### src/rtl/linebuf_pkg.sv
// Shared types and geometry checks for the line-buffer controller.
package linebuf_pkg;

  // Pixel layout of the default configuration (3 channels x 16 bits).
  localparam int PIX_CHAN = 3;
  localparam int PIX_BITS = 16;
  localparam int PIX_W    = PIX_CHAN * PIX_BITS;

  typedef logic [PIX_W-1:0] pixel_t;

  // Frame sequencing states.
  typedef enum logic [1:0] {
    IDLE   = 2'd0,
    FILL   = 2'd1,
    STREAM = 2'd2,
    DONE   = 2'd3
  } state_t;

  // A stencil needs at least two lines, the frame must be at least as tall
  // as the stencil, and each line needs a write port plus a read port.
  function automatic bit geom_ok(input int lines, input int height, input int ports);
    return (lines >= 2) && (height >= lines) && (ports >= 2);
  endfunction

endpackage

### src/rtl/line_buffer_ctrl_fifo2.sv
// Two-entry registered FIFO carrying finished columns to the output port.
// Write side is a plain push (the caller guarantees space); read side is
// valid/ready. A push together with a pop on a full FIFO is accepted.
module fifo2 #(
  parameter int W = 8
) (
  input  logic         clk,
  input  logic         rst,
  input  logic         wr_valid,
  input  logic [W-1:0] wr_data,
  output logic         rd_valid,
  input  logic         rd_ready,
  output logic [W-1:0] rd_data,
  output logic [1:0]   level
);

  logic [1:0]   cnt;
  logic [W-1:0] slot0;
  logic [W-1:0] slot1;
  logic         pop;
  logic         push;

  assign pop      = rd_ready && (cnt != 2'd0);
  assign push     = wr_valid && ((cnt != 2'd2) || pop);
  assign rd_valid = (cnt != 2'd0);
  assign rd_data  = slot0;
  assign level    = cnt;

  // Occupancy tracking; the only state cleared by reset.
  always_ff @(posedge clk) begin
    if (rst) begin
      cnt <= 2'd0;
    end else begin
      cnt <= cnt + {1'b0, push} - {1'b0, pop};
    end
  end

  // Storage: slot0 is always the head, slot1 the entry behind it.
  always_ff @(posedge clk) begin
    if (pop) begin
      slot0 <= slot1;
      if (push && (cnt == 2'd1)) slot0 <= wr_data;
      if (push && (cnt == 2'd2)) slot1 <= wr_data;
    end else if (push) begin
      if (cnt == 2'd0) slot0 <= wr_data;
      else             slot1 <= wr_data;
    end
  end

endmodule

### src/rtl/line_buffer_ctrl.sv
// Line-buffer controller: writes raster pixels round-robin into LINES
// single-line SRAMs and, once LINES-1 rows are stored, emits one vertical
// column per accepted pixel. Column packing: row k occupies bits
// [k*CHAN*BITS +: CHAN*BITS], row 0 oldest, row LINES-1 the live pixel.
// Flat SRAM buses: line l, port p sits at slot l*PORTS+p.
module line_buffer_ctrl
  import linebuf_pkg::*;
#(
  parameter int WIDTH  = 1920,
  parameter int HEIGHT = 1080,
  parameter int LINES  = 3,
  parameter int PORTS  = 2,
  parameter int CHAN   = 3,
  parameter int BITS   = 16,
  parameter int AW     = $clog2(WIDTH)
) (
  input  logic                               clk,
  input  logic                               rst,
  input  logic                               start,
  input  logic                               in_valid,
  output logic                               in_ready,
  input  logic [CHAN*BITS-1:0]               in_data,
  output logic                               out_valid,
  input  logic                               out_ready,
  output logic [LINES*CHAN*BITS-1:0]         out_col,
  output logic [AW-1:0]                      out_x,
  output logic [$clog2(HEIGHT)-1:0]          out_y,
  output logic                               busy,
  output logic                               frame_done,
  output logic [LINES*PORTS*AW-1:0]          sram_addr,
  output logic [LINES*PORTS-1:0]             sram_wen,
  output logic [LINES*PORTS-1:0]             sram_ren,
  output logic [CHAN*BITS-1:0]               sram_wdata,
  input  logic [LINES*PORTS*CHAN*BITS-1:0]   sram_rdata
);

  localparam int PW = CHAN * BITS;
  localparam int YW = $clog2(HEIGHT);
  localparam int LW = $clog2(LINES);
  localparam int CW = LINES * PW;
  localparam int EW = CW + AW + YW;

  localparam logic [AW-1:0] X_LAST      = AW'(WIDTH - 1);
  localparam logic [YW-1:0] Y_LAST      = YW'(HEIGHT - 1);
  localparam logic [YW-1:0] Y_FILL_LAST = YW'(LINES - 2);
  localparam logic [LW-1:0] L_LAST      = LW'(LINES - 1);

  if (!geom_ok(LINES, HEIGHT, PORTS)) begin : g_bad_geom
    $error("line_buffer_ctrl: unsupported LINES/HEIGHT/PORTS combination");
  end

  state_t          state;
  logic [AW-1:0]   x;
  logic [YW-1:0]   y;
  logic [LW-1:0]   wr_line;

  logic            vld_p0;
  logic            row_end_p0;

  logic            vld_p1;
  logic [AW-1:0]   x_p1;
  logic [YW-1:0]   y_p1;
  logic [LW-1:0]   wl_p1;
  logic [PW-1:0]   pix_p1;
  logic [CW-1:0]   col_p1;

  logic [EW-1:0]   push_data;
  logic [EW-1:0]   head;
  logic            fifo_vld;
  logic [1:0]      level;
  logic            pop;
  logic [2:0]      occ_next;

  // ---- stage p0: acceptance, SRAM write and read issue ----
  assign vld_p0     = in_valid && in_ready;
  assign row_end_p0 = (x == X_LAST);
  assign pop        = out_valid && out_ready;
  // Columns that will be held after this edge, counting the in-flight read.
  assign occ_next   = 3'(level) + 3'(vld_p1) - 3'(pop);

  // Input handshake: open in FILL, throttled by output space in STREAM.
  always_comb begin
    in_ready = 1'b0;
    if (!rst) begin
      case (state)
        FILL:    in_ready = 1'b1;
        STREAM:  in_ready = (occ_next < 3'd2);
        default: in_ready = 1'b0;
      endcase
    end
  end

  // SRAM strobes: port 0 of the current line writes, port 1 of every other
  // line reads the same column while streaming.
  always_comb begin
    sram_wen   = '0;
    sram_ren   = '0;
    sram_addr  = '0;
    sram_wdata = in_data;
    if (vld_p0) begin
      for (int l = 0; l < LINES; l++) begin
        if (LW'(l) == wr_line) begin
          sram_wen[l*PORTS]                = 1'b1;
          sram_addr[(l*PORTS)*AW +: AW]    = x;
        end else if (state == STREAM) begin
          sram_ren[l*PORTS+1]              = 1'b1;
          sram_addr[(l*PORTS+1)*AW +: AW]  = x;
        end
      end
    end
  end

  // Frame sequencer and raster counters.
  always_ff @(posedge clk) begin
    if (rst) begin
      state   <= IDLE;
      x       <= '0;
      y       <= '0;
      wr_line <= '0;
    end else begin
      case (state)
        IDLE: begin
          if (start) begin
            state   <= FILL;
            x       <= '0;
            y       <= '0;
            wr_line <= '0;
          end
        end
        FILL, STREAM: begin
          if (vld_p0) begin
            if (row_end_p0) begin
              x       <= '0;
              y       <= y + 1'b1;
              wr_line <= (wr_line == L_LAST) ? '0 : wr_line + 1'b1;
              if ((state == FILL) && (y == Y_FILL_LAST)) state <= STREAM;
              if ((state == STREAM) && (y == Y_LAST))    state <= DONE;
            end else begin
              x <= x + 1'b1;
            end
          end
        end
        DONE: begin
          if ((level == 2'd0) && !vld_p1) state <= IDLE;
        end
        default: state <= IDLE;
      endcase
    end
  end

  // ---- stage p1: read data returns, column assembled and pushed ----
  // Marks a column whose SRAM reads are in flight.
  always_ff @(posedge clk) begin
    if (rst) vld_p1 <= 1'b0;
    else     vld_p1 <= vld_p0 && (state == STREAM);
  end

  // Side information captured alongside the reads.
  always_ff @(posedge clk) begin
    if (vld_p0) begin
      x_p1   <= x;
      y_p1   <= y;
      wl_p1  <= wr_line;
      pix_p1 <= in_data;
    end
  end

  // Oldest stored row is the line right after the one just written.
  always_comb begin
    int src;
    src    = 0;
    col_p1 = '0;
    for (int k = 0; k < LINES - 1; k++) begin
      src = int'(wl_p1) + 1 + k;
      if (src >= LINES) src = src - LINES;
      col_p1[k*PW +: PW] = sram_rdata[(src*PORTS+1)*PW +: PW];
    end
    col_p1[(LINES-1)*PW +: PW] = pix_p1;
  end

  assign push_data = {col_p1, x_p1, y_p1};

  fifo2 #(.W(EW)) u_fifo (
    .clk      (clk),
    .rst      (rst),
    .wr_valid (vld_p1),
    .wr_data  (push_data),
    .rd_valid (fifo_vld),
    .rd_ready (out_ready),
    .rd_data  (head),
    .level    (level)
  );

  // ---- output side ----
  assign out_valid  = fifo_vld && !rst;
  assign out_col    = head[EW-1 -: CW];
  assign out_x      = head[YW +: AW];
  assign out_y      = head[YW-1:0];
  assign busy       = !rst && (state != IDLE);
  assign frame_done = !rst && (state == DONE) && (level == 2'd0) && !vld_p1;

endmodule

### config.mk
export PLATFORM = sky130hd
export DESIGN_NAME = line_buffer_ctrl
export DESIGN_NICKNAME = d
export VERILOG_FILES = /design/src/rtl/linebuf_pkg.sv /design/src/rtl/line_buffer_ctrl_fifo2.sv /design/src/rtl/line_buffer_ctrl.sv
export SDC_FILE = /design/constraint.sdc
export NUM_CORES = 1
export LEC_CHECK = 0
export BUFFER_PORTS_ARGS = -buffer_cell sky130_fd_sc_hd__buf_2
export CAP_MARGIN = 0
export CORE_ASPECT_RATIO = 0.8
export CORE_MARGIN = 4
export CORE_UTILIZATION = 30
export CTS_CLUSTER_DIAMETER = 50
export CTS_CLUSTER_SIZE = 30
export DETAILED_ROUTE_END_ITERATION = 10
export GPL_TIMING_DRIVEN = 0
export PLACE_DENSITY = 0.62
export SYNTH_ARGS = -nofsm -noshare
export SYNTH_HDL_FRONTEND = slang
export SYNTH_SLANG_ARGS = --single-unit
### constraint.sdc
create_clock -name clk -period 13.2 [get_ports clk]
set_clock_uncertainty 0.05 [all_clocks]
set_input_delay 3.96 -clock clk [delete_from_list [all_inputs] [get_ports clk]]
set_output_delay 3.96 -clock clk [all_outputs]
set_load 0.1 [all_outputs]
==> results.cfg, run 1 <==
[place]
gp_congestion = 0.9716
dp_slack_ps = 1424
hpwl_mm = 78.79
place_area_um2 = 28420
place.port_buffers = 629

[yosys]
synth_edf_count = 404
ys_seq_elements = 433
synth_top_area_cell = edfxtp_1
synth_top_area_share_pct = 51.04
seq_area_frac_synth_pct = 53.48
yosys.cell_types.count = 61
yosysWarnings = 0
yosys-top-cells-area = edfxtp_1, mux4_2, mux2_2, mux2i_1, nand2_1
syn_area_um2 = 23770
syn_inst = 1661
synth_flop_cell = edfxtp_1
async_flop_share_pct = 0
avgSynthCellArea_um2 = 14.31

[timing]
timing.fmax_mhz = 84.54
min_period_ps = 11830
slew_headroom_pct = 12.33
period_share_pct = 89.61
hold_violations = 0
setup_slack_ps = 1371
setup_viol = 0
rsz0062_at_grt = no
maxSlewViolCount = 0
worstMarginPinSlew_ps = 1315

[routing]
ant_nets = 0
drc = 0
via_per_inst = 5.467
finalWirelength_mm = 101.9
via_count = 18983
drt_iter0_drc = 2149
wl_per_cell_um = 29.36
first_pass_iters = 9

[cts]
clk_path_buf_depth = 3
cts_sinks = 433
postCtsSetupBuffers = 0
cts_tree = yes
clk_pin_slew_ps = 50
ctsResizeCount = 0
hold_buffers = 0
ctsHtreeMaxLevel = 2
clock_latency_ps = 640
numCtsBuffers = 56
root_buffer = clkbuf_16

[pwr]
seqPwrFrac_pct = 36.3
max-vdd-ir-drop_v = 0.0001033
intPower_mw = 2.819
combPwrFrac_pct = 26.5
p_switching_mw = 1.653
swShare_pct = 36.97
p_leak_nw = 11.94
power_density_nw_per_um2 = 146.3
p_total_mw = 4.473
power.share.clock_pct = 37.2

[final_layout]
final_common_cell = buf_2
final_cell_mix = buf_2, edfxtp_1, mux2_2
design_area_um2 = 30570
drive_gt1_share_pct = 50.23
fillers = 7467
nets = 2726
utilization_pct = 38.89
areaGrowthSynthToFinish_pct = 28.63

[global_routing]
grt_pass1_wl_mm = 139.9
grt.total_usage_pct = 23.30
grt_pass1_vias = 18678
grt_max_degree = 63
antenna_found_initial = 61
grt_overflow = 0

[worst_setup_path]
critPathLaunchType = input port
worst_ep_arrival_time_ps = 7820
path_max_fanout = 10
required_ps = 9190
worstSetupEndpointType = output port
path_class = in2out
startpoint = rst
r2r_start = wl_p1[1]$_DFFE_PP_

[floorplanning]
fp.dieArea_um2 = 83820
rows = 92
die_x_um = 322.7
ios = 637
start_util_pct = 30.23
coreArea_um2 = 78620
die_y_um = 259.8

[status]
status = completed

[run]
maxCapViolCount = 0

[min_path]
hold_path.class = reg2reg
hp-start = x_p1[10]$_DFFE_PP_
area by class of cell:
type / instances / area (um2) / share of cell area, %
antenna: 29 / 72.57 / 0.2374
buffer: 173 / 989.7 / 3.237
clock buffer: 58 / 1409 / 4.608
clock inverter: 48 / 668.1 / 2.185
inverter: 15 / 56.30 / 0.1842
multi-input combinational: 1046 / 10050 / 32.86
sequential: 433 / 12710 / 41.58
tap: 1034 / 1294 / 4.232
timing repair buffer: 636 / 3326 / 10.88
cell families after synthesis:
kind of cell	synth area share, %
AOI/OAI and AO/OA	4.896
adders and majority gates	1.295
and+or+nand+nor	7.991
other	0.01578
xor gates and xnor gates	0.6949
muxes	27.24
buffers and inverters	4.385
DFF	53.48
metal layers:
layer  vias up  share of wire [%]  GRT usage, %
li1       7829                  -             -
met1      9615                 39         30.66
met2      1268                 45         35.45
met3       221                 13         9.625
met4        50                2.4         6.353
met5         -               0.35        0.5848
metrics by stage:
step	setup TNS, ps	instances	hold slack, ps
detailed placement	0	3337	380.2
floorplan	0	1667	370.4
global route	0	3456	401.4
finish	0	3472	394.9
CTS	0	3443	397.1
global placement	-16720	3330	377.2
critical path: stages:
cell	delay, ps
clkbuf_1	320
clkbuf_1	410
nor2_1	100
ha_1	270
nand2b_1	150
fa_1	380
xnor2_1	200
a31o_2	240
nand2_1	130
inv_1	210
nand2_1	190
a21oi_1	220
clkbuf_1	360
and2_1	220
buf_2	440
flip-flops by register name (all words and copies together), names as in the netlist:
| signal | cells |
|---|---|
| u_fifo.rd_data | 166 |
| u_fifo.slot1 | 166 |
| pix_p1 | 48 |
| x | 11 |
| x_p1 | 11 |
| y | 11 |
| y_p1 | 11 |
| state | 2 |
| u_fifo.level | 2 |
| wl_p1 | 2 |
| wr_line | 2 |
| vld_p1 | 1 |
synthesized netlist by cell type (all sizes together) (14+ instances only):
cell type and count:
nand2 166, dfxtp 29, nor2 103, mux2 166
edfxtp 404, a22o 32, mux4 160, buf 116
o21ai 14, ha 23, and3 30, clkbuf 57
a31oi 25, inv 15, mux2i 100, and2 48
a21oi 73
path summary, 6_finish.rpt:
kind	end	slack, ps	cells after the start
setup reg to reg	u_fifo.rd_data[81]$_DFFE_PP_	5960	15
setup / recovery	sram_addr[63]	1370	15
hold reg to reg	u_fifo.slot1[21]$_DFFE_PP_	390	0
hold / removal	u_fifo.slot1[21]$_DFFE_PP_	390	0
power by group through the flow:
stage,Sequential [mW],Clock [mW],Combinational (mW)
global route,1.63,1.76,1.23
CTS,1.62,1.70,1.18
floorplan,2.03,0,0.477
global placement,1.68,0,1.15
detailed placement,1.65,0,1.17
finish,1.62,1.66,1.18
Power figures use the tool's default switching activity.
==> run 2, diff against run 1 <==
--- a/config.mk
+++ b/config.mk
@@ -8,13 +8,12 @@
 export BUFFER_PORTS_ARGS = -buffer_cell sky130_fd_sc_hd__buf_2
 export CAP_MARGIN = 0
 export CORE_ASPECT_RATIO = 0.8
-export CORE_MARGIN = 4
 export CORE_UTILIZATION = 30
 export CTS_CLUSTER_DIAMETER = 50
 export CTS_CLUSTER_SIZE = 30
 export DETAILED_ROUTE_END_ITERATION = 10
 export GPL_TIMING_DRIVEN = 0
-export PLACE_DENSITY = 0.62
+export PLACE_DENSITY = 0.58
 export SYNTH_ARGS = -nofsm -noshare
 export SYNTH_HDL_FRONTEND = slang
 export SYNTH_SLANG_ARGS = --single-unit
==> constraint.sdc (replaced) <==
create_clock -name clk -period 9.8 [get_ports clk]
set_clock_uncertainty 0.05 [all_clocks]
set_input_delay 2.94 -clock clk [delete_from_list [all_inputs] [get_ports clk]]
set_output_delay 2.94 -clock clk [all_outputs]
set_load 0.1 [all_outputs]
==> run 2 against run 1 <==
  * First-iteration DRC count fell by 5.9%
  * Total power up 28%
  * Final area down 1.3%
  * Largest power group is now sequential cells
==> results.cfg, run 2 (same netlist as run 1, synthesis figures left out) <==
[place]
place.port_buffers = 629
hpwl_mm = 76.14
gp_congestion = 0.9668
dp_slack_ps = -393.5
place_area_um2 = 28370

[floorplanning]
ios = 637
fp.dieArea_um2 = 80360
rows = 91
die_x_um = 316.7
die_y_um = 253.8
coreArea_um2 = 77770
start_util_pct = 30.56

[pwr]
p_switching_mw = 2.109
power_density_nw_per_um2 = 189.5
max-vdd-ir-drop_v = 0.0001342
power.share.clock_pct = 33.9
p_total_mw = 5.719
swShare_pct = 36.87
combPwrFrac_pct = 27.9
seqPwrFrac_pct = 38.2
p_leak_nw = 11.77
intPower_mw = 3.611

[timing]
period_share_pct = 96.73
slew_headroom_pct = 2.818
timing.fmax_mhz = 105.5
worst_hold_slack_ps = 387.4
setup_slack_ps = 320.8
rsz0062_at_grt = no
worstMarginPinSlew_ps = 1458
hold_violations = 0
maxSlewViolCount = 0
setup_viol = 0
finalSetupTns_ps = 0
min_period_ps = 9479

[worst_setup_path]
worst_ep_arrival_time_ps = 6490
path_max_fanout = 10
regToRegSetupSlack_ps = 3330
slowest_delay_ps = 420
cp_cell_sequence = clkbuf_1, clkbuf_2, nor2_1, ha_1, nand2b_1, fa_1, xnor2_1, a31o_2, nand2_1, inv_1, nand2_1, a21oi_1, clkbuf_2, and2_2, buf_2
cp_slowest_cell = buf_2
r2r_cells = 15
worstSetupEndpointType = output port
required_ps = 6810
critPathLaunchType = input port
path_class = in2out

[min_path]
hold_path_depth = 0
hold_path.class = reg2reg

[cts]
cts_tree = yes
clk_path_buf_depth = 3
ctsHtreeMaxLevel = 2
clk_pin_slew_ps = 70
numCtsBuffers = 49
cts_sinks = 433
root_buffer = clkbuf_16
clock_latency_ps = 600

[global_routing]
grt_max_degree = 82
grt_pass1_vias = 18319
antenna_found_initial = 43
grt_pass1_wl_mm = 137.7
grt.total_usage_pct = 24.24
grt_overflow = 0

[routing]
ant_nets = 0
drt_iter0_drc = 2023
wl_per_cell_um = 29.04
drc = 0
via_count = 18671
finalWirelength_mm = 99.87
via_per_inst = 5.429
first_pass_iters = 7

[final_layout]
drive_gt1_share_pct = 50.10
final_common_cell = buf_2
nets = 2717
final_cell_mix = buf_2, edfxtp_1, mux2_2
design_area_um2 = 30190
fillers = 7441
areaGrowthSynthToFinish_pct = 27.02

[run]
maxCapViolCount = 0

[status]
status = completed
## run 2: cell count changes in the layout (fill, tap and decap cells not counted), moves of 2 or more
| cell | change |
|---|---|
| clkinvlp_4 | +3 |
| bufinv_16 | -2 |
| clkinv_1 | +2 |
| clkbuf_2 | +5 |
| inv_12 | -7 |
| diode_2 | -6 |
| inv_8 | +2 |
| clkinv_8 | +2 |
| clkbuf_1 | -7 |
| clkbuf_16 | -5 |
| inv_6 | -3 |
| inv_16 | -3 |
## run 2: what timing repair did
action | 4_1_cts | 5_1_grt
gates resized for setup | 1 | 4
buffers inserted | 0 | 0
hold buffers | 0 | 0
setup endpoints to repair | 9 | 36
## run 2: worst paths after layout
| path | start | end |
|---|---|---|
| worst max-delay path | rst | sram_addr[58] |
| worst min-delay path | x_p1[3]$_DFFE_PP_ | u_fifo.slot1[14]$_DFFE_PP_ |
| worst max register to register | wl_p1[1]$_DFFE_PP_ | u_fifo.rd_data[77]$_DFFE_PP_ |
| worst min register to register | x_p1[3]$_DFFE_PP_ | u_fifo.slot1[14]$_DFFE_PP_ |
## run 2: final cells by class
cell class	count	area (um2)	area share (%)
flip-flops and latches	433	12710	42.11
multi-input cells	1046	10050	33.28
repair buffers	634	3286	10.88
well taps	1023	1280	4.240
clock buffers	51	1276	4.227
plain buffers	173	1008	3.341
clock inverters	41	466.7	1.546
diodes	23	57.56	0.1906
inverters	15	56.30	0.1865
## run 2: power groups by stage
stage          logic [mW]  clock network [mW]  registers, mW
3_5_place_dp         1.58                   0           2.23
5_1_grt              1.66                2.06           2.20
3_3_place_gp         1.56                   0           2.26
6_report             1.59                1.94           2.19
2_1_floorplan       0.643                   0           2.73
4_1_cts              1.59                1.99           2.19
## run 2: stage by stage
step	cells	utilization (%)
3_3_place_gp	3319	36.30
6_report	3439	38.82
3_5_place_dp	3324	36.49
2_1_floorplan	1667	-
4_1_cts	3416	38.74
5_1_grt	3426	38.78
## run 2: layer usage
| layer | vias to the layer above | part of all wire (%) | wire (um) | track usage, % |
|---|---|---|---|---|
| met5 | - | 0.24 | 242 | 0 |
| met4 | 40 | 2.4 | 2430 | 6.195 |
| li1 | 7801 | - | - | - |
| met3 | 199 | 12 | 12360 | 9.474 |
| met1 | 9428 | 41 | 40550 | 32.33 |
| met2 | 1203 | 44 | 44290 | 36.63 |
## run 2: worst max-delay path: cells and delay by family
| kind | cells | cell delay, ps |
|---|---|---|
| adders and majority gates | 2 | 660 |
| and+or+nand+nor | 5 | 690 |
| AOI/OAI and AO/OA | 2 | 460 |
| buffers and inverters | 5 | 1540 |
| xor gates and xnor gates | 1 | 200 |
==> run 3, diff against run 2 <==
--- a/config.mk
+++ b/config.mk
@@ -13,7 +13,7 @@
 export CTS_CLUSTER_SIZE = 30
 export DETAILED_ROUTE_END_ITERATION = 10
 export GPL_TIMING_DRIVEN = 0
-export PLACE_DENSITY = 0.58
+export PLACE_DENSITY = 0.56
 export SYNTH_ARGS = -nofsm -noshare
 export SYNTH_HDL_FRONTEND = slang
 export SYNTH_SLANG_ARGS = --single-unit
==> constraint.sdc (replaced) <==
create_clock -name clk -period 11.94 [get_ports clk]
set_clock_uncertainty 0.05 [all_clocks]
set_input_delay 3.582 -clock clk [delete_from_list [all_inputs] [get_ports clk]]
set_output_delay 3.582 -clock clk [all_outputs]
set_load 0.1 [all_outputs]
==> run 3 against run 2 <==
  * Clock-buffer cell count up 1
  * Critical path depth unchanged
  * Final cell count up 0.17%
  * Routed wire length down 1.2%
  * Critical endpoint unchanged
==> results.cfg, run 3 (same netlist as run 1, synthesis figures left out) <==
[timing]
worst_hold_slack_ps = 392.3
slew_headroom_pct = 12.09
rsz0062_at_grt = no
setup_viol = 0
period_share_pct = 93.54
maxSlewViolCount = 0
hold_violations = 0
min_period_ps = 11170
worstMarginPinSlew_ps = 1314
finalSetupTns_ps = 0
timing.fmax_mhz = 89.54

[routing]
route.layer.met1.wl_mm = 40.70
finalWirelength_mm = 98.63
first_pass_iters = 5
via_per_inst = 5.429
wl_per_cell_um = 28.63
wl_met3_mm = 11.71
met2WireLength_mm = 43.06
drc = 0
top_layer = met5
ant_nets = 0
via_count = 18704
drt_iter0_drc = 2125

[global_routing]
grt_overflow = 0
antenna_found_initial = 41
grt.total_usage_pct = 23.89
grt_pass1_wl_mm = 136.2
grt_max_degree = 66
grt_pass1_vias = 18402

[cts]
cts_sinks = 433
postCtsSetupBuffers = 0
root_buffer = clkbuf_16
ctsResizeCount = 0
ctsHtreeMaxLevel = 2
clk_path_buf_depth = 3
hold_buffers = 0
numCtsBuffers = 50
cts_tree = yes
clk_pin_slew_ps = 70
clock_latency_ps = 620

[place]
hpwl_mm = 75.57
gp_congestion = 0.9283
place.port_buffers = 629
place_area_um2 = 28440

[pwr]
power_density_nw_per_um2 = 158.8
max-vdd-ir-drop_v = 0.0001049
p_leak_nw = 11.86

[floorplanning]
rows = 91
coreArea_um2 = 77770
fp.dieArea_um2 = 80360
die_y_um = 253.8
ios = 637
start_util_pct = 30.56
die_x_um = 316.7

[final_layout]
drive_gt1_share_pct = 49.96
utilization_pct = 39.09
fillers = 7435
nets = 2721
final_cell_mix = buf_2, edfxtp_1, mux2_2
design_area_um2 = 30400
final_common_cell = buf_2
areaGrowthSynthToFinish_pct = 27.88

[worst_setup_path]
worst_ep_arrival_time_ps = 7540
path_max_fanout = 10
worstSetupEndpointType = output port
path_class = in2out
critPathLaunchType = input port
required_ps = 8310

[status]
status = completed

[run]
maxCapViolCount = 0

[min_path]
hold_path.class = reg2reg
-- run 3: cell types whose count changed in the layout (fill, tap and decap cells not counted), moves of 2 or more --
cell and delta:
bufinv_16 +5, clkbuf_1 +7, clkinvlp_4 -3, inv_12 +2, buf_16 +2, inv_6 -4
inv_8 +5, clkinv_4 -3, clkbuf_2 -5, inv_16 +2
-- run 3: final timing paths --
| check | from | end | slack, ps | cells past startpoint |
|---|---|---|---|---|
| max reg2reg | wl_p1[1]$_DFFE_PP_ | u_fifo.rd_data[76]$_DFFE_PP_ | 5720 | 15 |
| min reg2reg | pix_p1[22]$_DFFE_PP_ | u_fifo.slot1[140]$_DFFE_PP_ | 390 | 0 |
| min | pix_p1[22]$_DFFE_PP_ | u_fifo.slot1[140]$_DFFE_PP_ | 390 | 0 |
| max | rst | sram_addr[58] | 770 | 15 |
-- run 3: critical path: stages --
cell	delay, ps
clkbuf_1	320
clkbuf_1	450
nor2_1	120
ha_1	280
nand2b_1	150
fa_1	380
xnor2_1	200
a31o_2	240
nand2_1	120
inv_1	200
nand2_1	170
a21oi_1	300
clkbuf_1	390
and2_2	210
buf_2	410
-- run 3: area by class of cell --
type / count / area [um2] / area share (%)
antenna: 24 / 60.06 / 0.1976
buffer: 173 / 989.7 / 3.256
multi-input combinational: 1046 / 10050 / 33.05
timing repair buffer: 637 / 3356 / 11.04
inverter: 15 / 56.30 / 0.1852
tap: 1023 / 1280 / 4.211
clock buffer: 52 / 1259 / 4.141
sequential: 433 / 12710 / 41.82
clock inverter: 42 / 636.9 / 2.095
-- run 3: power by group --
group	leakage (nW)	switching [mW]	internal [mW]
logic	7.07	0.949	0.358
clock network	0.911	0.780	0.947
registers	3.88	0.0242	1.77
total	11.9	1.75	3.08
-- run 3: through the flow --
stage | total power, mW | setup WS [ps] | instances
3_5_place_dp | 3.124 | 821.9 | 3327
2_1_floorplan | 2.772 | 686.0 | 1667
6_report | 4.828 | 771.6 | 3445
4_1_cts | 4.867 | 813.0 | 3421
3_3_place_gp | 3.128 | -262.6 | 3319
5_1_grt | 4.980 | 550.7 | 3428
-- run 3: layer usage --
metal	global-route usage, %	vias to the layer above
met5	0	-
met1	32.33	9467
met2	35.40	1158
li1	-	7828
met4	7.308	38
met3	8.789	213
